`config.mk`:
```
export PLATFORM = sky130hd
export DESIGN_NAME = axis_multiport_pkt_gen_flat
export DESIGN_NICKNAME = d
export VERILOG_FILES = /design/src/rtl/axis_multiport_pkt_gen_if.sv /design/src/rtl/axis_multiport_pkt_gen.sv /design/src/flat_wrapper.sv
export SDC_FILE = /design/constraint.sdc
export NUM_CORES = 1
export LEC_CHECK = 0
export ABC_CLOCK_PERIOD_IN_PS = 9800
export BUFFER_PORTS_ARGS = -buffer_cell sky130_fd_sc_hd__buf_2
export CAP_MARGIN = 20
export CORE_AREA = 2 2 414 416
export DETAILED_ROUTE_END_ITERATION = 10
export DIE_AREA = 0 0 416 418
export GPL_ROUTABILITY_DRIVEN = 0
export PLACE_DENSITY = 0.37
export SYNTH_ARGS = -nofsm -noshare
export SYNTH_HDL_FRONTEND = slang
export SYNTH_SLANG_ARGS = --single-unit
```
`constraint.sdc`:
```
create_clock -name axi_aclk -period 9.8 [get_ports axi_aclk]
set_clock_uncertainty 0.05 [all_clocks]
set_input_delay 2.94 -clock axi_aclk [delete_from_list [all_inputs] [get_ports axi_aclk]]
set_output_delay 2.94 -clock axi_aclk [all_outputs]
set_load 0.03 [all_outputs]
```
`src/rtl/axis_multiport_pkt_gen_if.sv`:
```
// Bundled AXI4-Stream signals for NUM_PORTS parallel master streams.
// Port p occupies slice [p*W +: W] of each vector.
interface axis_multiport_pkt_gen_if #(
  parameter int DW = 64,
  parameter int UW = 128,
  parameter int NP = 5
);
  logic [NP*DW-1:0]   tdata;
  logic [NP*DW/8-1:0] tstrb;
  logic [NP*UW-1:0]   tuser;
  logic [NP-1:0]      tvalid;
  logic [NP-1:0]      tready;
  logic [NP-1:0]      tlast;

  modport master (
    output tdata, tstrb, tuser, tvalid, tlast,
    input  tready
  );

  modport slave (
    input  tdata, tstrb, tuser, tvalid, tlast,
    output tready
  );
endinterface

```
`src/rtl/axis_multiport_pkt_gen.sv`:
```
// Ethernet-style AXI4-Stream frame generator: two header beats plus counter payload,
// sent on one of NUM_PORTS streams chosen per frame (fixed, round-robin or LFSR).
module axis_multiport_pkt_gen #(
  parameter int          C_M_AXIS_DATA_WIDTH  = 64,
  parameter int          C_M_AXIS_TUSER_WIDTH = 128,
  parameter int          NUM_PORTS            = 5,
  parameter logic [63:0] HDR_WORD_0           = 64'hEFBEFECAFECAFECA,
  parameter logic [63:0] HDR_WORD_1           = 64'h00000008EFBEEFBE,
  parameter logic [15:0] LFSR_SEED            = 16'hACE1
) (
  input  logic                     axi_aclk,
  input  logic                     axi_reset,
  input  logic                     enable,
  input  logic [1:0]               mode,
  input  logic [2:0]               fixed_port,
  input  logic [7:0]               payload_len,
  input  logic [7:0]               gap_len,
  axis_multiport_pkt_gen_if.master m_axis,
  output logic                     busy,
  output logic [31:0]              pkt_count
);

  localparam int         DW       = C_M_AXIS_DATA_WIDTH;
  localparam int         UW       = C_M_AXIS_TUSER_WIDTH;
  localparam int         NP       = NUM_PORTS;
  localparam int         SW       = DW / 8;
  localparam logic [3:0] NP_W     = 4'(NP);
  localparam logic [7:0] NP_B     = 8'(NP);
  localparam logic [2:0] LAST_PRT = 3'(NP - 1);

  typedef enum logic [2:0] {
    S_IDLE    = 3'd0,
    S_HDR0    = 3'd1,
    S_HDR1    = 3'd2,
    S_PAYLOAD = 3'd3,
    S_GAP     = 3'd4
  } state_t;

  function automatic logic [15:0] lfsr_next(input logic [15:0] v);
    return {v[14:0], v[15] ^ v[13] ^ v[12] ^ v[10]};
  endfunction

  state_t           state_q, state_d;
  logic [2:0]       port_q, port_d;
  logic [2:0]       rr_q, rr_d;
  logic [7:0]       len_q, len_d;
  logic [7:0]       gap_q, gap_d;
  logic [7:0]       beat_q, beat_d;
  logic [7:0]       gap_cnt_q, gap_cnt_d;
  logic [15:0]      lfsr_q, lfsr_d;
  logic [31:0]      pkt_count_q, pkt_count_d;
  logic             busy_q, busy_d;
  logic [NP-1:0]    tvalid_q, tvalid_d;
  logic [NP-1:0]    tlast_q, tlast_d;
  logic [NP*DW-1:0] tdata_q, tdata_d;
  logic [NP*SW-1:0] tstrb_q, tstrb_d;
  logic [NP*UW-1:0] tuser_q, tuser_d;
  logic             hs_s;
  logic             start_s;
  logic [DW-1:0]    payload_s;
  logic [UW-1:0]    user_s;

  // Frame sequencing, port selection and per-frame configuration latch
  always_comb begin
    state_d     = state_q;
    port_d      = port_q;
    rr_d        = rr_q;
    len_d       = len_q;
    gap_d       = gap_q;
    beat_d      = beat_q;
    gap_cnt_d   = gap_cnt_q;
    lfsr_d      = lfsr_q;
    pkt_count_d = pkt_count_q;
    start_s     = 1'b0;
    hs_s        = tvalid_q[port_q] & m_axis.tready[port_q];

    case (state_q)
      S_IDLE: begin
        if (enable) begin
          start_s = 1'b1;
        end else begin
          state_d = S_IDLE;
        end
      end
      S_HDR0: begin
        if (hs_s) begin
          state_d = S_HDR1;
        end else begin
          state_d = S_HDR0;
        end
      end
      S_HDR1: begin
        if (hs_s) begin
          state_d = S_PAYLOAD;
          beat_d  = 8'd0;
        end else begin
          state_d = S_HDR1;
        end
      end
      S_PAYLOAD: begin
        if (hs_s && (beat_q == len_q - 8'd1)) begin
          pkt_count_d = pkt_count_q + 32'd1;
          if (gap_q != 8'd0) begin
            state_d   = S_GAP;
            gap_cnt_d = gap_q;
          end else if (enable) begin
            start_s = 1'b1;
          end else begin
            state_d = S_IDLE;
          end
        end else if (hs_s) begin
          beat_d = beat_q + 8'd1;
        end else begin
          state_d = S_PAYLOAD;
        end
      end
      S_GAP: begin
        if (gap_cnt_q <= 8'd1) begin
          if (enable) begin
            start_s = 1'b1;
          end else begin
            state_d = S_IDLE;
          end
        end else begin
          gap_cnt_d = gap_cnt_q - 8'd1;
        end
      end
      default: begin
        state_d = S_IDLE;
      end
    endcase

    // The LFSR steps on every frame start so mode switches see a consistent sequence
    if (start_s) begin
      state_d = S_HDR0;
      beat_d  = 8'd0;
      len_d   = (payload_len == 8'd0) ? 8'd1 : payload_len;
      gap_d   = gap_len;
      lfsr_d  = lfsr_next(lfsr_q);
      case (mode)
        2'd1: begin
          port_d = rr_q;
          rr_d   = (rr_q == LAST_PRT) ? 3'd0 : rr_q + 3'd1;
        end
        2'd2: begin
          port_d = 3'(lfsr_q[7:0] % NP_B);
        end
        default: begin
          port_d = ({1'b0, fixed_port} >= NP_W) ? 3'd0 : fixed_port;
        end
      endcase
    end else begin
      lfsr_d = lfsr_q;
    end
  end

  // Next-cycle stream outputs derived from the next state, so a stall reproduces them
  always_comb begin
    tvalid_d  = '0;
    tlast_d   = '0;
    tdata_d   = '0;
    tstrb_d   = '0;
    tuser_d   = '0;
    payload_s = '0;
    user_s    = '0;
    busy_d    = (state_d != S_IDLE);

    for (int b = 0; b < SW; b++) begin
      payload_s[b*8 +: 8] = beat_d;
    end
    user_s[15:0]  = (16'(len_d) + 16'd2) * 16'(SW);
    user_s[23:16] = 8'd1 << port_d;

    if ((state_d == S_HDR0) || (state_d == S_HDR1) || (state_d == S_PAYLOAD)) begin
      tvalid_d[port_d]                = 1'b1;
      tstrb_d[int'(port_d)*SW +: SW]  = {SW{1'b1}};
      tuser_d[int'(port_d)*UW +: UW]  = user_s;
      case (state_d)
        S_HDR0: begin
          tdata_d[int'(port_d)*DW +: DW] = DW'(HDR_WORD_0);
        end
        S_HDR1: begin
          tdata_d[int'(port_d)*DW +: DW] = DW'(HDR_WORD_1);
        end
        default: begin
          tdata_d[int'(port_d)*DW +: DW] = payload_s;
          tlast_d[port_d]                = (beat_d == len_d - 8'd1);
        end
      endcase
    end else begin
      tvalid_d = '0;
    end
  end

  // State and output registers with synchronous reset
  always_ff @(posedge axi_aclk) begin
    if (axi_reset) begin
      state_q     <= S_IDLE;
      port_q      <= 3'd0;
      rr_q        <= 3'd0;
      len_q       <= 8'd1;
      gap_q       <= 8'd0;
      beat_q      <= 8'd0;
      gap_cnt_q   <= 8'd0;
      lfsr_q      <= LFSR_SEED;
      pkt_count_q <= 32'd0;
      busy_q      <= 1'b0;
      tvalid_q    <= '0;
      tlast_q     <= '0;
      tdata_q     <= '0;
      tstrb_q     <= '0;
      tuser_q     <= '0;
    end else begin
      state_q     <= state_d;
      port_q      <= port_d;
      rr_q        <= rr_d;
      len_q       <= len_d;
      gap_q       <= gap_d;
      beat_q      <= beat_d;
      gap_cnt_q   <= gap_cnt_d;
      lfsr_q      <= lfsr_d;
      pkt_count_q <= pkt_count_d;
      busy_q      <= busy_d;
      tvalid_q    <= tvalid_d;
      tlast_q     <= tlast_d;
      tdata_q     <= tdata_d;
      tstrb_q     <= tstrb_d;
      tuser_q     <= tuser_d;
    end
  end

  assign m_axis.tvalid = tvalid_q;
  assign m_axis.tlast  = tlast_q;
  assign m_axis.tdata  = tdata_q;
  assign m_axis.tstrb  = tstrb_q;
  assign m_axis.tuser  = tuser_q;
  assign busy          = busy_q;
  assign pkt_count     = pkt_count_q;

endmodule

```
`src/flat_wrapper.sv`:
```
// flat-port wrapper written by rule: the top's interface ports become plain ports
module axis_multiport_pkt_gen_flat 
#(
  parameter int          C_M_AXIS_DATA_WIDTH  = 64,
  parameter int          C_M_AXIS_TUSER_WIDTH = 128,
  parameter int          NUM_PORTS            = 5,
  parameter logic [63:0] HDR_WORD_0           = 64'hEFBEFECAFECAFECA,
  parameter logic [63:0] HDR_WORD_1           = 64'h00000008EFBEEFBE,
  parameter logic [15:0] LFSR_SEED            = 16'hACE1
)
  (axi_aclk, axi_reset, enable, mode, fixed_port, payload_len, gap_len, busy, pkt_count, m_axis_tdata, m_axis_tstrb, m_axis_tuser, m_axis_tvalid, m_axis_tlast, m_axis_tready);
  axis_multiport_pkt_gen_if #(.DW((64)), .UW((128)), .NP((5))) m_axis_i ();
  input  logic axi_aclk;
  input  logic axi_reset;
  input  logic enable;
  input  logic [1:0] mode;
  input  logic [2:0] fixed_port;
  input  logic [7:0] payload_len;
  input  logic [7:0] gap_len;
  output logic busy;
  output logic [31:0] pkt_count;
  output wire logic [$bits(m_axis_i.tdata)-1:0] m_axis_tdata;
  output wire logic [$bits(m_axis_i.tstrb)-1:0] m_axis_tstrb;
  output wire logic [$bits(m_axis_i.tuser)-1:0] m_axis_tuser;
  output wire logic [$bits(m_axis_i.tvalid)-1:0] m_axis_tvalid;
  output wire logic [$bits(m_axis_i.tlast)-1:0] m_axis_tlast;
  input wire logic [$bits(m_axis_i.tready)-1:0] m_axis_tready;
  assign m_axis_tdata = m_axis_i.tdata;
  assign m_axis_tstrb = m_axis_i.tstrb;
  assign m_axis_tuser = m_axis_i.tuser;
  assign m_axis_tvalid = m_axis_i.tvalid;
  assign m_axis_tlast = m_axis_i.tlast;
  assign m_axis_i.tready = m_axis_tready;
  axis_multiport_pkt_gen #(.C_M_AXIS_DATA_WIDTH(C_M_AXIS_DATA_WIDTH), .C_M_AXIS_TUSER_WIDTH(C_M_AXIS_TUSER_WIDTH), .NUM_PORTS(NUM_PORTS), .HDR_WORD_0(HDR_WORD_0), .HDR_WORD_1(HDR_WORD_1), .LFSR_SEED(LFSR_SEED)) u_core (.axi_aclk(axi_aclk), .axi_reset(axi_reset), .enable(enable), .mode(mode), .fixed_port(fixed_port), .payload_len(payload_len), .gap_len(gap_len), .m_axis(m_axis_i), .busy(busy), .pkt_count(pkt_count));
endmodule
```
==> flow_metrics.py, run 1 <==
metrics = {
    "drt": {
        "avgRoutedWirePerCell_um": 16.0,
        "drt-vias-per-instance": 2.93,
        "num_vias": 13800,
        "routed_wl_um": 75000,
        "drc_errors": 0,
        "first_pass_iters": 5,
        "final_antenna_net_count": 0,
        "drt_iter0_drc": 478,
    },
    "timing": {
        "finalHoldViolCount": 0,
        "slew_viol_final": 0,
        "max_clock_freq_mhz": 135,
        "slew_headroom_pct": 35.6,
        "finalCriticalPeriod_ns": 7.43,
        "tightest_slew_ns": 0.966,
        "finalCritPeriodShare_pct": 75.9,
        "setup_viol": 0,
        "whs_ns": 0.403,
        "rsz0062_at_grt": "false",
        "finalSetupTns_ns": 0,
    },
    "synthesis": {
        "synth_edf_count": 0,
        "synth_most_common_cell": "buf_4",
        "yosysSeqAreaShare_pct": 32.8,
        "synthTopCellsByCount": "801 x buf_4, 300 x dfxtp_1, 142 x nand2_1",
        "async_reset_ff_share_pct": 0,
        "syn_area_um2": 18300,
        "synth_top_cell_by_area": "buf_4",
        "ys_seq_elements": 300,
        "avgSynthCellArea_um2": 8.43,
        "synth_area_leaders": "buf_4 33%, dfxtp_1 33%, nand2_1 2.9%",
        "yosys_warnings": 0,
        "ys.flop_type": "dfxtp_1",
        "postSynthCellCount": 2174,
        "ys_types": 80,
        "yosysTopAreaCellShare_pct": 32.8,
    },
    "pwr": {
        "switching_share_pct": 38.9,
        "intPower_mw": 2.43,
        "ir_worst_vdd_mv": 0.117,
        "powerDensity_nw_per_um2": 187,
        "clockPowerShare_pct": 42.0,
        "net-switching-power_mw": 1.55,
        "power_frac_seq_pct": 32.4,
        "leakage_nw": 9.76,
        "power_frac_comb_pct": 25.6,
    },
    "worst_setup_path": {
        "worstSetupStartpointType": "flip-flop",
        "required_ns": 10.28,
        "crit_slowest_cell": "dfxtp_1",
        "reg2regPathDepth": 30,
        "end_kind": "flip-flop",
        "path_common_cell": "ha_1",
        "slowest_delay_ns": 0.59,
        "crit_start": "u_core.lfsr_q[6]",
        "crit_arrival_ns": 7.91,
        "critical_path.reg2reg.startpoint": "u_core.lfsr_q[6]",
        "critPathKind": "reg2reg",
        "worstPathMaxFanout": 28,
    },
    "floorplanning": {
        "fp.dieH_um": 418,
        "die_area_um2": 174000,
        "start_util_pct": 10.8,
        "core_area_um2": 169000,
        "rows": 151,
        "ios": 1072,
        "die_w_um": 416,
    },
    "cts": {
        "cts_made_buffers": 44,
        "clockRootBuffer": "clkbuf_16",
        "post-cts-setup-buffers": 0,
        "cts_tree": "built",
        "clkLatencyLatePin_ns": 0.64,
        "hold_buffers": 0,
        "cts_resized": 0,
        "htree_levels": 2,
        "clkSinkCount": 300,
        "path_clk_slew_ns": 0.06,
        "clockBufferDepth": 3,
    },
    "finish": {
        "drive_above_1_share_pct": 26.8,
        "fin_util_pct": 12.6,
        "area_growth_pct": 16.2,
        "nets": 2485,
        "fill_cells": 19400,
    },
    "global_routing": {
        "grt_pass1_wl_um": 97200,
        "antenna_found_initial": 18,
        "grt_max_degree": 81,
        "grt_use_total_pct": 7.99,
        "grt_pass1_vias": 12100,
        "grt-ovfl-total": 0,
    },
    "run_status": {
        "status": "complete, no violations",
    },
    "hold_path": {
        "hold_class": "reg2reg",
        "hp-start": "u_core.lfsr_q[14]",
        "hold-path-cell-count": 2,
    },
    "job": {
        "cap_violations": 0,
    },
    "placed_design": {
        "dp_hpwl_um": 58700,
        "port_buffers": 512,
    },
}
## power groups by stage
stage	clock (mW)	combinational, mW	sequential (mW)
finish	1.67	1.02	1.29
global placement	0	1.04	1.31
floorplan	0	0.912	1.32
CTS	1.75	1.03	1.29
detailed placement	0	1.03	1.31
global route	1.79	1.09	1.29
## through the flow
stage                     worst slack (ns)  power (mW)  area [um^2]  instances
after CTS                             2.36        4.07        21300       4686
after floorplan                       2.23        2.24        20400       2740
after global placement                1.76        2.35        19800       4606
final                                 2.37        3.98        21300       4688
after global routing                  1.70        4.18        21300       4687
after detailed placement              1.80        2.35        19800       4606
## kinds of logic after synthesis
kind of cell | count (synthesis) | synth area share (%)
adders and majority gates | 24 | 1.61
AOI/OAI and AO/OA | 263 | 9.69
DFF | 300 | 32.8
muxes | 24 | 1.42
other | 1 | 0.0205
buffers and inverters | 939 | 35.8
and+or+nand+nor | 566 | 15.9
xor gates and xnor gates | 57 | 2.72
## per-layer routing
metal	part of all wire, %	up-vias	GRT usage, %
met5	0	-	0
met1	33	6477	7.58
met4	3.6	0	3.25
met3	5.2	129	1.34
met2	58	673	16.6
li1	-	6476	-
## area by class of cell
cell class,instances,area [um^2],area share (%)
well taps,2218,2780,13.0
multi-input cells,1501,7970,37.4
clock inverters,18,265,1.25
diodes,2,5.00,0.0235
inverters,39,151,0.711
repair buffers,548,2860,13.4
flip-flops and latches,300,6010,28.2
clock buffers,62,1270,5.96
## critical path: cells and delay by family, from the launching register on
kind            cells  cell delay, ns
compound gates     11            2.43
xor+xnor            1            0.19
fa+ha+maj           4            0.99
buf+inv             4            0.55
flops               1            0.59
simple gates       10            2.49
## state kept, by name, summed over array words and instances, names as in the netlist
signal and count:
u_core.gap_cnt_q 8, u_core.beat_q 8, u_core.m_axis.tstrb 4, u_core.port_q 3, u_core.gap_q 8, u_core.m_axis.tdata 115, u_core.rr_q 3, u_core.state_q 3
u_core.len_q 8, u_core.pkt_count 32, u_core.m_axis.tvalid 5, u_core.m_axis.tuser 81, u_core.lfsr_q 16, u_core.m_axis.tlast 5, u_core.busy 1
## final timing paths
| path | end | slack (ns) |
|---|---|---|
| max | u_core.m_axis.tdata[187] | 2.37 |
| min | u_core.lfsr_q[14] | 0.40 |
| max reg2reg | u_core.m_axis.tdata[187] | 2.37 |
| min reg2reg | u_core.lfsr_q[14] | 0.40 |
## cells in the final DEF, fill, tap and decap left out, types with 11 or more instances in the layout
cell	instances
nand3b_1	11
nand3_1	22
inv_1	34
dfxtp_1	300
ha_1	22
nor3_1	82
nor2_1	106
buf_4	35
a21oi_1	77
or3_1	15
a211o_1	11
o21ai_0	31
xor2_1	34
and3_1	25
nor4_1	66
clkbuf_16	44
buf_2	511
nand4_1	17
mux2i_1	17
conb_1	567
nand2_1	141
xnor2_1	23
a211oi_1	57
(Power assumes the default switching activity.)
==> run 2: changes to the inputs <==
--- a/config.mk
+++ b/config.mk
@@ -5,7 +5,7 @@
 export SDC_FILE = /design/constraint.sdc
 export NUM_CORES = 1
 export LEC_CHECK = 0
-export ABC_CLOCK_PERIOD_IN_PS = 9800
+export ABC_CLOCK_PERIOD_IN_PS = 7400
 export BUFFER_PORTS_ARGS = -buffer_cell sky130_fd_sc_hd__buf_2
 export CAP_MARGIN = 20
 export CORE_AREA = 2 2 414 416
==> constraint.sdc (replaced) <==
create_clock -name axi_aclk -period 7.4 [get_ports axi_aclk]
set_clock_uncertainty 0.05 [all_clocks]
set_input_delay 2.22 -clock axi_aclk [delete_from_list [all_inputs] [get_ports axi_aclk]]
set_output_delay 2.22 -clock axi_aclk [all_outputs]
set_load 0.03 [all_outputs]
==> flow_metrics.py, run 2 (synthesized netlist as in run 1, its figures left out) <==
metrics = {
    "run_status": {
        "status": "complete, no violations",
    },
    "worst_setup_path": {
        "crit_arrival_ns": 7.28,
        "critPathKind": "reg2reg",
        "reg2regPathDepth": 28,
        "endpoint": "u_core.m_axis.tdata[187]",
        "end_kind": "flip-flop",
        "crit_slowest_cell": "nor4b_2",
        "crit_start": "u_core.lfsr_q[0]",
        "critical_path.reg2reg.startpoint": "u_core.lfsr_q[0]",
        "ff2ff_setup_slack_ns": 0.59,
        "worstSetupStartpointType": "flip-flop",
        "required_ns": 7.88,
        "worstPathMaxFanout": 28,
        "slowest_delay_ns": 0.60,
        "r2r-end": "u_core.m_axis.tdata[187]",
    },
    "drt": {
        "drt-vias-per-instance": 2.94,
        "avgRoutedWirePerCell_um": 16.0,
        "first_pass_iters": 6,
        "routed_wl_um": 75500,
        "drc_errors": 0,
        "drt_iter0_drc": 661,
        "num_vias": 13800,
        "final_antenna_net_count": 0,
    },
    "placed_design": {
        "placed_area_um2": 19900,
        "dp_hpwl_um": 58000,
        "port_buffers": 512,
        "pre_cts_slack_ns": 0.265,
    },
    "floorplanning": {
        "ios": 1072,
        "die_w_um": 416,
        "die_area_um2": 174000,
        "rows": 151,
        "core_area_um2": 169000,
        "fp.dieH_um": 418,
        "start_util_pct": 10.8,
    },
    "finish": {
        "fill_cells": 19400,
        "final_cell_mix": "567 x conb_1, 511 x buf_2, 299 x dfxtp_1",
        "multi_input_area_um2": 7990,
        "seq_area_um2": 6010,
        "layout_commonest_cell": "conb_1",
        "nets": 2507,
        "drive_above_1_share_pct": 27.7,
        "area_growth_pct": 17.2,
        "largest_reg_flops": 115,
        "stdcell_area_um2": 21500,
    },
    "timing": {
        "finalCriticalPeriod_ns": 6.81,
        "max_clock_freq_mhz": 147,
        "rsz0062_at_grt": "false",
        "finalHoldViolCount": 0,
        "setup_viol": 0,
        "tightest_slew_ns": 1.11,
        "setup_slack_ns": 0.592,
        "finalSetupTns_ns": 0,
        "slew_headroom_pct": 26.2,
        "finalCritPeriodShare_pct": 92.0,
        "slew_viol_final": 0,
    },
    "cts": {
        "clkSinkCount": 300,
        "htree_levels": 2,
        "path_clk_slew_ns": 0.06,
        "clockBufferDepth": 3,
        "cts_tree": "built",
        "clockRootBuffer": "clkbuf_16",
        "cts_made_buffers": 45,
        "clkLatencyLatePin_ns": 0.64,
    },
    "global_routing": {
        "grt_pass1_vias": 12000,
        "grt_use_total_pct": 8.07,
        "grt-ovfl-total": 0,
        "antenna_found_initial": 15,
        "grt_pass1_wl_um": 98000,
        "grt_max_degree": 83,
    },
    "hold_path": {
        "hold_class": "reg2reg",
    },
    "pwr": {
        "powerDensity_nw_per_um2": 247,
        "ir_worst_vdd_mv": 0.134,
        "leakage_nw": 9.90,
    },
    "job": {
        "cap_violations": 0,
    },
}
## run 2: cell count changes in the layout (fill, tap and decap cells not counted), moves of 2 or more
| cell | delta |
|---|---|
| buf_4 | +19 |
| clkbuf_8 | -3 |
| clkinv_16 | -2 |
| clkinv_2 | +5 |
| clkinv_4 | +3 |
| clkinv_8 | +2 |
| clkinvlp_4 | -5 |
| inv_6 | +2 |
## run 2: worst min path at each step
| stage | from | endpoint | slack, ns | cells after the start |
|---|---|---|---|---|
| 2_1_floorplan | u_core.lfsr_q[9] | u_core.lfsr_q[9] | 0.38 | 2 |
| 3_3_place_gp | u_core.lfsr_q[8] | u_core.lfsr_q[8] | 0.39 | 2 |
| 3_5_place_dp | u_core.lfsr_q[9] | u_core.lfsr_q[9] | 0.40 | 2 |
| 4_1_cts | u_core.lfsr_q[9] | u_core.lfsr_q[9] | 0.41 | 2 |
| 5_1_grt | u_core.lfsr_q[8] | u_core.lfsr_q[9] | 0.43 | 2 |
| 6_report | u_core.lfsr_q[9] | u_core.lfsr_q[9] | 0.40 | 2 |
## run 2: cell type report
cell class,instances,area share (%)
multi-input combinational,1501,37.2
sequential,300,28.0
timing repair buffer,569,14.1
tap,2218,12.9
clock buffer,59,5.81
clock inverter,23,1.25
inverter,39,0.705
antenna,2,0.0233
## run 2: critical path: cells and delay by family (launching register included)
kind | cells | cell delay, ns
adder cells (fa/ha/maj) | 3 | 0.73
flip-flops | 1 | 0.43
AND/OR/NAND/NOR | 11 | 2.70
AO/OA/AOI/OAI | 10 | 2.17
buffers and inverters | 3 | 0.38
XOR/XNOR | 1 | 0.19
## run 2: timing repair
action,4_1_cts,5_1_grt
resized for setup,0,8
setup buffers,0,2
hold buffers,0,0
setup endpoints to repair,0,133
## run 2: routing by layer
metal | vias to the layer above | track usage [%] | wire length, um
met5 | - | 0 | 0
met4 | 0 | 3.54 | 3060
met3 | 119 | 1.69 | 4170
met2 | 669 | 16.4 | 43200
met1 | 6501 | 7.67 | 25100
li1 | 6540 | - | -
## run 2: where the power goes
group	leakage [nW]	total, mW	internal [mW]	switching [mW]
Combinational	6.73	1.39	0.261	1.13
Clock	0.743	2.22	1.31	0.912
Sequential	2.43	1.70	1.65	0.0466
Total	9.90	5.31	3.22	2.09
## run 2: stage by stage
stage          hold slack, ns  utilization (%)  cells  total power [mW]
5_1_grt                 0.426             12.7   4709              5.60
6_report                0.403             12.7   4711              5.31
3_3_place_gp            0.392             11.8   4625              3.14
3_5_place_dp            0.399             11.8   4625              3.14
4_1_cts                 0.405             12.7   4707              5.45
2_1_floorplan           0.382                -   2740              2.96
==> run 3: changes to the inputs <==
--- a/config.mk
+++ b/config.mk
@@ -8,9 +8,10 @@
 export ABC_CLOCK_PERIOD_IN_PS = 7400
 export BUFFER_PORTS_ARGS = -buffer_cell sky130_fd_sc_hd__buf_2
 export CAP_MARGIN = 20
-export CORE_AREA = 2 2 414 416
+export CORE_AREA = 5 5 417 419
+export CTS_BUF_LIST = sky130_fd_sc_hd__clkbuf_8 sky130_fd_sc_hd__clkbuf_16
 export DETAILED_ROUTE_END_ITERATION = 10
-export DIE_AREA = 0 0 416 418
+export DIE_AREA = 0 0 422 424
 export GPL_ROUTABILITY_DRIVEN = 0
 export PLACE_DENSITY = 0.37
 export SYNTH_ARGS = -nofsm -noshare
==> flow_metrics.py, run 3 (synthesized netlist as in run 1, its figures left out) <==
metrics = {
    "run_status": {
        "status": "complete, no violations",
    },
    "worst_setup_path": {
        "critPathKind": "reg2reg",
        "slowest_delay_ns": 0.50,
        "crit_arrival_ns": 7.24,
        "end_kind": "flip-flop",
        "path_common_cell": "ha_1",
        "worstPathMaxFanout": 24,
        "crit_slowest_cell": "or3_2",
        "worstSetupStartpointType": "flip-flop",
        "required_ns": 7.87,
    },
    "cts": {
        "cts_made_buffers": 43,
        "htree_levels": 2,
        "clkSinkCount": 300,
        "cts_tree": "built",
        "path_clk_slew_ns": 0.06,
        "clkLatencyLatePin_ns": 0.62,
        "clockRootBuffer": "clkbuf_16",
        "hold_buffers": 0,
        "clockBufferDepth": 3,
    },
    "timing": {
        "setup_viol": 0,
        "finalCritPeriodShare_pct": 91.4,
        "slew_headroom_pct": 36.9,
        "finalCriticalPeriod_ns": 6.77,
        "tightest_slew_ns": 0.947,
        "slew_viol_final": 0,
        "max_clock_freq_mhz": 148,
        "finalSetupTns_ns": 0,
        "finalHoldViolCount": 0,
        "rsz0062_at_grt": "false",
    },
    "finish": {
        "layout_commonest_cell": "conb_1",
        "largest_reg_flops": 115,
        "drive_above_1_share_pct": 27.6,
        "final_cell_mix": "567 x conb_1, 511 x buf_2, 299 x dfxtp_1",
        "nets": 2503,
        "area_growth_pct": 17.2,
    },
    "pwr": {
        "clockPowerShare_pct": 41.1,
        "power_frac_comb_pct": 26.5,
        "powerDensity_nw_per_um2": 245,
        "leakage_nw": 9.90,
        "switching_share_pct": 38.8,
        "ir_worst_vdd_mv": 0.149,
        "intPower_mw": 3.22,
        "finalPower_mw": 5.26,
        "power_frac_seq_pct": 32.3,
        "net-switching-power_mw": 2.04,
    },
    "drt": {
        "avgRoutedWirePerCell_um": 16.8,
        "final_antenna_net_count": 0,
        "routed_wl_um": 79200,
        "drt-vias-per-instance": 2.94,
        "num_vias": 13900,
        "first_pass_iters": 5,
        "drt_iter0_drc": 499,
        "drc_errors": 0,
    },
    "floorplanning": {
        "core_area_um2": 170000,
        "die_area_um2": 179000,
        "rows": 152,
        "die_w_um": 422,
        "fp.dieH_um": 424,
        "start_util_pct": 10.8,
        "ios": 1072,
    },
    "job": {
        "cap_violations": 0,
    },
    "global_routing": {
        "grt_pass1_vias": 13000,
        "antenna_found_initial": 24,
        "grt_pass1_wl_um": 104000,
        "grt-ovfl-total": 0,
        "grt_use_total_pct": 8.17,
        "grt_max_degree": 83,
    },
    "placed_design": {
        "dp_hpwl_um": 62500,
        "port_buffers": 512,
    },
    "hold_path": {
        "hold_class": "reg2reg",
    },
}
[run 3: worst max-delay path: cells and delay by family, from the launching register on]
family | cells | cell delay (ns)
AO/OA/AOI/OAI | 11 | 2.52
AND/OR/NAND/NOR | 10 | 2.05
adder cells (fa/ha/maj) | 4 | 0.99
buffers and inverters | 4 | 0.48
flip-flops | 1 | 0.41
XOR/XNOR | 1 | 0.20
[run 3: metrics by stage]
stage                     std cells  utilization (%)  worst slack, ns  cell area, um^2  hold WS, ns
after floorplan                2740                -            0.553            20400        0.382
after global routing           4721             12.6           0.0640            21500        0.443
after global placement         4636             11.7            0.303            19900        0.395
final                          4723             12.6            0.633            21500        0.404
after CTS                      4714             12.6            0.228            21400        0.405
after detailed placement       4637             11.7            0.200            19900        0.399
[run 3: power by group through the flow]
stage,registers (mW),clock network [mW],logic (mW)
finish,1.70,2.16,1.40
global route,1.71,2.35,1.50
CTS,1.70,2.30,1.40
detailed placement,1.74,0,1.40
global placement,1.74,0,1.40
floorplan,1.75,0,1.21
[run 3: final cells by class]
cell class	count	area (um^2)
Inverter	39	151
Clock inverter	26	268
Sequential cell	300	6010
Timing Repair Buffer	567	3030
Fill cell	19500	149000
Clock buffer	51	1200
Tap cell	2233	2790
Antenna cell	6	15.0
Multi-Input combinational cell	1501	8010
[run 3: final timing paths]
path,cells after the start,startpoint,endpoint,slack [ns]
min,2,u_core.lfsr_q[8],u_core.lfsr_q[8],0.40
max,30,u_core.lfsr_q[6],u_core.m_axis.tdata[154],0.63
max reg2reg,30,u_core.lfsr_q[6],u_core.m_axis.tdata[154],0.63
min reg2reg,2,u_core.lfsr_q[8],u_core.lfsr_q[8],0.40
[run 3: what timing repair did]
item                                    4_1_cts  5_1_grt
gates resized for setup                       0       11
buffers inserted                              0        2
endpoints found under the setup margin        0       93
[run 3: layer usage]
metal	track usage, %	up-vias	routed length [um]
met1	7.77	6566	25700
met2	16.6	700	45400
met4	3.78	0	3570
met3	1.57	125	4600
li1	-	6511	-
met5	0	-	0
